**src/rtl/debug_pkg.sv**
```systemverilog
// debug_pkg: shared constants, command codes and FSM encoding for the pipeline debug controller.
package debug_pkg;
    localparam int LEN = 32;
    localparam int NB_ADDR = 5;
    localparam int NB_REG = 32;
    localparam int NB_CMD = 8;
    localparam int DUMP_WORDS = NB_REG + 1;
    localparam logic [7:0] CMD_RUN = 8'h01;
    localparam logic [7:0] CMD_STEP = 8'h02;
    localparam logic [7:0] CMD_DUMP = 8'h03;
    localparam logic [7:0] CMD_CLR = 8'h04;
    typedef enum logic [2:0] {IDLE, RUN, STEP, DUMP_LOAD, DUMP_SEND} state_t;
endpackage

```
**src/rtl/tx_word_serializer.sv**
```systemverilog
// tx_word_serializer: emits one loaded word as bytes, MSB first, on a valid/ready handshake.
module tx_word_serializer #(
    parameter int LEN = 32,
    parameter int NB = 8
) (
    input  logic          clk,
    input  logic          rst,
    input  logic          load,
    input  logic [LEN-1:0] word,
    input  logic          ready,
    output logic [NB-1:0] data,
    output logic          valid,
    output logic          done
);
    localparam int NBYTES = LEN / NB;
    localparam int CW = $clog2(NBYTES + 1);
    logic [LEN-1:0] sh;
    logic [CW-1:0] cnt;
    logic last;
    always_comb begin
        last = cnt == CW'(NBYTES - 1);
        data = sh[LEN-1 -: NB];
        done = valid && ready && last;
    end
    always_ff @(posedge clk or posedge rst) begin
        if (rst) begin
            sh <= '0;
            cnt <= '0;
            valid <= 1'b0;
        end else if (load) begin
            sh <= word;
            cnt <= '0;
            valid <= 1'b1;
        end else if (valid && ready) begin
            sh <= sh << NB;
            cnt <= cnt + 1'b1;
            valid <= !last;
        end
    end
endmodule

```
**src/rtl/pipeline_debug_ctrl.sv**
```systemverilog
// pipeline_debug_ctrl: UART-command driven run/step/halt gating of the pipeline enable,
// plus a register-file dump (cycle count + all registers) over a byte TX stream.
module pipeline_debug_ctrl
    import debug_pkg::*;
#(
    parameter int LEN = debug_pkg::LEN,
    parameter int NB_ADDR = debug_pkg::NB_ADDR,
    parameter int NB_REG = debug_pkg::NB_REG,
    parameter int NB_CMD = debug_pkg::NB_CMD
) (
    input  logic               i_clk,
    input  logic               i_rst,
    input  logic [NB_CMD-1:0]  i_cmd_data,
    input  logic               i_cmd_valid,
    input  logic               i_halt_instr,
    output logic               o_pipe_enable,
    output logic [NB_ADDR-1:0] o_dbg_reg_addr,
    input  logic [LEN-1:0]     i_dbg_reg_data,
    output logic [NB_CMD-1:0]  o_tx_data,
    output logic               o_tx_valid,
    input  logic               i_tx_ready,
    output logic               o_busy,
    output logic               o_halted,
    output logic [LEN-1:0]     o_cycle_count
);
    localparam int WIW = $clog2(DUMP_WORDS);
    state_t state, next_state;
    logic primed, load, done;
    logic [WIW-1:0] word_idx;
    logic [LEN-1:0] load_word;
    always_ff @(posedge i_clk or posedge i_rst) begin
        if (i_rst) state <= IDLE;
        else state <= next_state;
    end
    always_comb begin
        next_state = state;
        case (state)
            IDLE: if (i_cmd_valid)
                next_state = (i_cmd_data == CMD_RUN && !o_halted) ? RUN :
                             (i_cmd_data == CMD_STEP && !o_halted) ? STEP :
                             (i_cmd_data == CMD_DUMP) ? DUMP_LOAD : IDLE;
            RUN: next_state = i_halt_instr ? IDLE : RUN;
            STEP: next_state = IDLE;
            DUMP_LOAD: next_state = (word_idx == '0 || primed) ? DUMP_SEND : DUMP_LOAD;
            DUMP_SEND: next_state = !done ? DUMP_SEND :
                                    (word_idx == WIW'(NB_REG)) ? IDLE : DUMP_LOAD;
            default: next_state = IDLE;
        endcase
    end
    // The counter cannot move while dumping, so it serves directly as the word-0 snapshot.
    always_comb begin
        o_busy = state != IDLE;
        load = state == DUMP_LOAD && next_state == DUMP_SEND;
        load_word = word_idx == '0 ? o_cycle_count : i_dbg_reg_data;
    end
    always_ff @(posedge i_clk or posedge i_rst) begin
        if (i_rst) begin
            o_pipe_enable <= 1'b0;
            o_halted <= 1'b0;
            o_cycle_count <= '0;
            o_dbg_reg_addr <= '0;
            word_idx <= '0;
            primed <= 1'b0;
        end else begin
            o_pipe_enable <= next_state == RUN || next_state == STEP;
            primed <= state == DUMP_LOAD && next_state == DUMP_LOAD;
            if (state == IDLE && i_cmd_valid && i_cmd_data == CMD_CLR) begin
                o_cycle_count <= '0;
                o_halted <= 1'b0;
            end else if (o_pipe_enable) begin
                o_cycle_count <= &o_cycle_count ? o_cycle_count : o_cycle_count + 1'b1;
                if (i_halt_instr) o_halted <= 1'b1;
            end
            if (state == IDLE) word_idx <= '0;
            else if (state == DUMP_SEND && next_state == DUMP_LOAD) begin
                word_idx <= word_idx + 1'b1;
                o_dbg_reg_addr <= word_idx[NB_ADDR-1:0];
            end
        end
    end
    tx_word_serializer #(.LEN(LEN), .NB(NB_CMD)) u_ser (
        .clk(i_clk),
        .rst(i_rst),
        .load(load),
        .word(load_word),
        .ready(i_tx_ready),
        .data(o_tx_data),
        .valid(o_tx_valid),
        .done(done)
    );
endmodule

```
**config.mk**
```make
export PLATFORM = sky130hd
export DESIGN_NAME = pipeline_debug_ctrl
export DESIGN_NICKNAME = d
export VERILOG_FILES = /design/src/rtl/debug_pkg.sv /design/src/rtl/tx_word_serializer.sv /design/src/rtl/pipeline_debug_ctrl.sv
export SDC_FILE = /design/constraint.sdc
export NUM_CORES = 1
export LEC_CHECK = 0
export CAP_MARGIN = 20
export CORE_MARGIN = 4
export CORE_UTILIZATION = 52
export DETAILED_ROUTE_END_ITERATION = 16
export PLACE_DENSITY = 0.91
export SLEW_MARGIN = 20
export SYNTH_ARGS = -nofsm -noshare
export SYNTH_HDL_FRONTEND = slang
export SYNTH_SLANG_ARGS = --single-unit
```
**constraint.sdc**
```tcl
create_clock -name i_clk -period 3.17 [get_ports i_clk]
set_input_delay 0.7925 -clock i_clk [delete_from_list [all_inputs] [get_ports i_clk]]
set_output_delay 0.7925 -clock i_clk [all_outputs]
set_load 0.005 [all_outputs]
```
==> results.tsv, run 1 <==
stage	metric	value	unit
sta	fin_setup_tns	0	ns
power_and_ir_drop	p_per_area	650.6	nW/µm²
sta	rsz0062_at_grt	no	
sta	fin_crit	2.647	ns
setup_path	crit_fanout	30	
yosys	synth_area_leaders	dfrtp_1, mux2i_1, a21oi_1	
power_and_ir_drop	p_comb_frac	0.378	
place	dp.cells	644	
power_and_ir_drop	p_seq_frac	0.428	
clocking	clkTransAtPathRegs	0.08	ns
detailed_routing	met1_length	4.976	mm
detailed_routing	first_iter_violations	268	
yosys	synth_edf_count	0	
power_and_ir_drop	ir_drop	0.3662	mV
sta	fin_skew	0.01040	ns
setup_path	worst-setup-path-type	reg2out	
grt	grt_pass1_vias	3902	
yosys	yosysMostFrequentCell	dfrtp_1	
detailed_routing	vias_per_cell	6.144	
yosys	synthCells	469	
detailed_routing	route.detailed.drc	0	
die	std_cell_rows	34	
power_and_ir_drop	p_leak	2.663	nW
setup_path	worstSetupEndpointType	output port	
grt	grt_pass1_wl	19.38	mm
sta	final_hold_viol_count	0	
setup_path	crit_chain	clkdlybuf4s50_1	
place	numPortBuffers	93	
detailed_routing	wl_met2	5.804	mm
yosys	synth_area	4705	µm²
yosys	synth_cell_types	51	
setup_path	critPathSlowestCell	dfrtp_1	
clocking	clk_latency	0.36	ns
yosys	synth_top_area_share	0.4521	
final_layout	n_antenna_cell	0	
die	fp.dieW	103.1	µm
power_and_ir_drop	p_int	2.322	mW
power_and_ir_drop	pwr-share-clk	0.194	
detailed_routing	dr_wl_met3	892	µm
yosys	synth_commonest_cells	dfrtp_1, a21oi_1, mux2i_1, nor2_1, and3_1	
setup_path	max_stage_delay	0.84	ns
clocking	cts_tree	yes	
detailed_routing	vias	4043	
grt	grt_use_total	0.2356	
detailed_routing	drt-total-wl	12.10	mm
yosys	ys_ff_latch	85	
sta	drv_slew	0	
power_and_ir_drop	netSwitchingPower	1.483	mW
setup_path	crit_arrival	1.85	ns
die	pin_count	94	
detailed_routing	top_layer	met4	
status	outcome	complete, no violations	
final_layout	nets	597	
hold_path	hold_path.class	reg2reg	
setup_path	required	2.38	ns
place	dp_hpwl	8.474	mm
final_layout	drive_gt1_frac	0.08545	
setup_path	r2r_setup_slack	0.76	ns
grt	antenna_found_initial	0	
yosys	ys_seq_area_frac	0.4521	
yosys	async_reset_ff_frac	1.000	
setup_path	crit_family	flip-flops	
setup_path	worstSetupStartpointType	register	
clocking	cts_buffer_depth	2	
detailed_routing	drtPass1Iterations	5	
clocking	ctsRootBufferMaster	clkbuf_8	
die	die_area	10630	µm²
die	start_util	0.5368	
sta	worstMarginPinSlew	0.7536	ns
power_and_ir_drop	swShare	0.3897	
setup_path	crit_buf_inv	1	
sta	period_share	0.8350	
clocking	clock_sinks	85	
sta	final-setup-viol-count	0	
sta	max_freq	377.8	MHz
clocking	cts_htree_levels	3	
yosys	ys.flop_type	dfrtp_1	
yosys	synth_area_per_cell	10.03	µm²
yosys	yosys_warnings	0	
detailed_routing	ant_nets	0	
yosys	yosys.area.top_type	dfrtp_1	
die	dieHeight	103.1	µm
yosys	synth_nets	519	
final_layout	final_cells	658	
flow_run	maxCapViolCount	0	
grt	grt_remaining_overflow	0	
die	core_area	8763	µm²
clocking	ctsResizeCount	0	
place	routabilityCongestion	0.9408	
sta	relSlewSlack	0.4976	
clocking	ctsHoldBuffers	0	
grt	grt_max_degree	86	
final_layout	syn_to_final_growth	24.31	%
clocking	numCtsBuffers	9	
clocking	post_cts_buffers	0	
detailed_routing	routedWlPerCell	18.39	µm
[cell families (layout without fill, tap and decap cells)]
| group | count (synthesis) | after routing | share of synthesized area |
|---|---|---|---|
| AOI/OAI and AO/OA | 110 | 110 | 0.1492 |
| xor gates and xnor gates | 19 | 19 | 0.03537 |
| adders and majority gates | 5 | 5 | 0.01330 |
| buffers and inverters | 43 | 124 | 0.05027 |
| DFF | 85 | 85 | 0.4521 |
| muxes | 39 | 39 | 0.08431 |
| and+or+nand+nor | 168 | 168 | 0.2154 |
[metal layers]
layer,track usage,vias up
met1,0.3094,1935
li1,-,1896
met2,0.3809,180
met5,0,-
met3,0.03586,32
met4,0.1165,0
[worst reg2reg max path, stage by stage (launching register included)]
cell and delay [ns]:
dfrtp_1 0.44, inv_1 0.08, ha_1 0.14, nor4b_2 0.30, nor2b_4 0.49, o21ba_2 0.19, buf_4 0.41, a211oi_1 0.13
a21oi_1 0.16
[cell usage in the layout, fill, tap and decap left out, types with 2 or more instances in the layout]
master,synthesis,layout
a211oi_1,27,27
and4_1,6,6
ha_1,5,5
nor3_1,3,3
dfrtp_1,85,85
xor2_1,14,14
or4_1,4,4
and2_1,2,2
clkinv_2,0,2
nor4_4,2,2
nand4_4,2,2
mux2_2,5,5
nand3_1,20,20
buf_12,0,2
o31ai_4,2,2
buf_4,14,7
and3_1,31,31
nand3b_1,2,2
o31ai_1,4,4
clkdlybuf4s50_1,0,93
nand4_1,17,17
inv_1,8,7
clkbuf_1,13,2
o21ai_1,9,9
nor2_1,34,33
nand2_1,19,19
o21ai_0,14,14
xnor2_1,5,5
o211ai_1,3,3
mux2i_1,34,34
clkbuf_8,0,10
nor2_2,1,2
or3_1,12,12
a21oi_1,44,44
[path summary, 6_finish.rpt]
check                                   startpoint                           end  depth (start not counted)
min reg2reg                u_ser.sh[0]$_DFFE_PP0P_       u_ser.sh[0]$_DFFE_PP0P_                          2
max in group asynchronous                    i_rst  o_cycle_count[2]$_DFFE_PP0P_                          3
min                        u_ser.sh[0]$_DFFE_PP0P_       u_ser.sh[0]$_DFFE_PP0P_                          2
max reg2reg                word_idx[0]$_DFFE_PP0P_      u_ser.sh[22]$_DFFE_PP0P_                          8
max                        u_ser.valid$_DFFE_PP0P_                    o_tx_valid                          1
min in group asynchronous                    i_rst      u_ser.sh[31]$_DFFE_PP0P_                          3
[flip-flops by register name, summed over array words and instances, names as in the netlist]
register,flops
o_cycle_count,32
u_ser.sh,32
word_idx,6
o_dbg_reg_addr,5
state,3
u_ser.cnt,3
o_halted,1
o_pipe_enable,1
primed,1
u_ser.valid,1
[layout make-up]
| class | instances | area (µm²) |
|---|---|---|
| fillers | 661 | 2915 |
| multi-input cells | 341 | 2351 |
| flip-flops and latches | 85 | 2127 |
| repair buffers | 102 | 1023 |
| clock buffers | 12 | 145.1 |
| well taps | 108 | 135.1 |
| clock inverters | 2 | 35.03 |
| inverters | 8 | 31.28 |
[stage by stage]
step                instance area, µm²  power (mW)  setup slack [ns]  hold WS (ns)  utilization
finish                            5848       3.805            0.5229        0.5002       0.6673
floorplan                         4705       2.382            0.1840        0.4604            -
detailed placement                5668       3.064            0.6697        0.4854       0.6468
CTS                               5848       3.812            0.5261        0.5026       0.6673
global placement                  5668       2.985            0.7165        0.4764       0.6468
global route                      5848       4.033            0.4416        0.5245       0.6673
[power by group through the flow]
stage               sequential (mW)  clock, mW  combinational (mW)
global placement               1.61          0                1.37
finish                         1.63      0.738                1.44
detailed placement             1.63          0                1.43
global route                   1.67      0.793                1.57
CTS                            1.62      0.750                1.45
floorplan                      1.53          0               0.854
(Power assumes the default switching activity.)
==> inputs of run 2 (changes only) <==
- CORE_UTILIZATION: 52 -> 47
- PLACE_DENSITY: 0.91 -> 0.88
- clock period: 3.17 -> 2.2 ns (I/O delays scaled with it)
==> run 2 against run 1 <==
Compared with the run above:
- die area increased by 9.8%
- flip-flop and latch count unchanged
- total power rose by 47%
- core utilization is 4.7 points lower
- clock power rose by 38%
- setup slack worse by 0.39 ns
- sequential share of layout area down 1.3 points
- final cell count rose by 6.4%
- register-to-register slack got worse by 0.63 ns
- wire length rose by 5.2%
- first-iteration DRC count did not move
- critical path type is now reg2reg
- largest power group is now combinational logic
- highest routed layer unchanged
==> results.tsv, run 2 (synthesis results as in run 1) <==
stage	metric	value	unit
die	start_util	0.4813	
clocking	cts_tree	yes	
detailed_routing	first_iter_violations	268	
setup_path	crit_chain	inv_1, ha_1, nor4b_4, nor2b_4, buf_12, mux2i_1, a21oi_1	
detailed_routing	top_layer	met4	
flow_run	maxCapViolCount	0	
final_layout	n_antenna_cell	0	
sta	hold_ws	0.4944	ns
setup_path	worst-setup-path-type	reg2reg	
clocking	numCtsBuffers	9	
place	dpl_cell_area	5869	µm²
detailed_routing	route.detailed.drc	0	
die	fp.dieW	108.0	µm
hold_path	hold_path.class	in2async	
die	pin_count	94	
final_layout	nets	612	
clocking	cts_htree_levels	3	
setup_path	crit_arrival	2.30	ns
status	outcome	complete, no violations	
setup_path	crit_fanout	8	
setup_path	crit_path_start	word_idx[0]$_DFFE_PP0P_	
setup_path	max_stage_delay	0.43	ns
sta	fin_setup_tns	0	ns
clocking	cts_buffer_depth	2	
sta	drv_slew	0	
setup_path	worstSetupStartpointType	register	
detailed_routing	ant_nets	0	
clocking	clkTransAtPathRegs	0.08	ns
grt	grt_pass1_wl	20.46	mm
power_and_ir_drop	p_leak	2.762	nW
sta	worstMarginPinSlew	0.6347	ns
sta	max_freq	483.2	MHz
detailed_routing	vias_per_cell	6.024	
sta	fin_crit	2.070	ns
detailed_routing	met1_length	5.288	mm
clocking	clock_sinks	85	
sta	rsz0062_at_grt	no	
setup_path	critPathSlowestCell	dfrtp_1	
sta	relSlewSlack	0.5766	
setup_path	worstSetupEndpointType	register	
detailed_routing	routedWlPerCell	18.20	µm
power_and_ir_drop	p_per_area	920.1	nW/µm²
detailed_routing	drt-total-wl	12.74	mm
grt	antenna_found_initial	0	
power_and_ir_drop	ir_drop	0.5877	mV
detailed_routing	vias	4217	
grt	grt_pass1_vias	4064	
die	dieHeight	108.0	µm
clocking	ctsRootBufferMaster	clkbuf_8	
final_layout	final_common_cell	clkdlybuf4s50_1	
die	die_area	11670	µm²
detailed_routing	drtPass1Iterations	4	
sta	fin_skew	0.007819	ns
place	dp_hpwl	8.917	mm
final_layout	drive_gt1_frac	0.1146	
detailed_routing	dr_wl_met3	726	µm
die	core_area	9774	µm²
grt	grt_max_degree	75	
sta	final-setup-viol-count	0	
grt	grt_use_total	0.2202	
sta	final_hold_viol_count	0	
final_layout	syn_to_final_growth	28.88	%
final_layout	finalInstanceArea	6063	µm²
setup_path	rr_startpoint	word_idx[0]$_DFFE_PP0P_	
setup_path	required	2.43	ns
place	numPortBuffers	93	
sta	period_share	0.9407	
final_layout	mostFrequentLayoutCells	clkdlybuf4s50_1, dfrtp_1, a21oi_1, mux2i_1, nor2_1	
clocking	clk_latency	0.36	ns
grt	grt_remaining_overflow	0	
clocking	ctsHoldBuffers	0	
final_layout	reg_top3	o_cycle_count x32, u_ser.sh x32, word_idx x6	
detailed_routing	wl_met2	6.375	mm
die	std_cell_rows	36	
place	routabilityCongestion	0.8716	
## run 2: final cells by class
class / instances / area [µm²]
Clock inverter: 4 / 22.52
Timing Repair Buffer: 117 / 1199
Multi-Input combinational cell: 341 / 2360
Tap cell: 133 / 166.4
Fill cell: 755 / 3711
Inverter: 8 / 33.78
Clock buffer: 12 / 155.1
Sequential cell: 85 / 2127
## run 2: worst paths after layout
kind                       slack (ns)                             to  cells past startpoint
max                              0.13       u_ser.sh[10]$_DFFE_PP0P_                      7
min                              0.49  o_dbg_reg_addr[4]$_DFFE_PP0P_                      2
max reg2reg                      0.13       u_ser.sh[10]$_DFFE_PP0P_                      7
min reg2reg                      0.51        u_ser.sh[3]$_DFFE_PP0P_                      2
max in group asynchronous        1.04       u_ser.sh[20]$_DFFE_PP0P_                      3
min in group i_clk               0.51        u_ser.sh[3]$_DFFE_PP0P_                      2
## run 2: routing by layer
layer	global-route usage	vias up
met3	0.03343	32
met5	0	-
met2	0.3530	172
met1	0.3015	2097
li1	-	1916
met4	0.08656	0
## run 2: through the flow
| step | worst slack, ns | utilization | std cells | total power, mW |
|---|---|---|---|---|
| after floorplan | 0.3087 | - | 469 | 3.433 |
| after global placement | 0.1043 | 0.6005 | 683 | 4.428 |
| after detailed placement | 0.1078 | 0.6005 | 683 | 4.520 |
| after CTS | 0.08733 | 0.6187 | 699 | 5.557 |
| after global routing | 0.03690 | 0.6203 | 700 | 5.904 |
| final | 0.1304 | 0.6203 | 700 | 5.579 |
## run 2: critical path, delay by kind of cell (launching register included)
family	cells	cell delay, ns
flops	1	0.43
compound gates	1	0.13
buf+inv	2	0.26
fa+ha+maj	1	0.16
simple gates	2	0.60
mux	1	0.36
## run 2: what timing repair did
action / 4_1_cts / 5_1_grt
setup endpoints to repair: 0 / 4
endpoints found under the hold margin: 0 / 0
gates resized for setup: 0 / 1
setup buffers: 0 / 1
## run 2: power breakdown
group          internal [mW]  leakage [nW]  switching, mW
clock network          0.467        0.0921          0.558
logic                   1.06          1.62           1.22
registers               1.83          1.05          0.447
total                   3.36          2.76           2.22
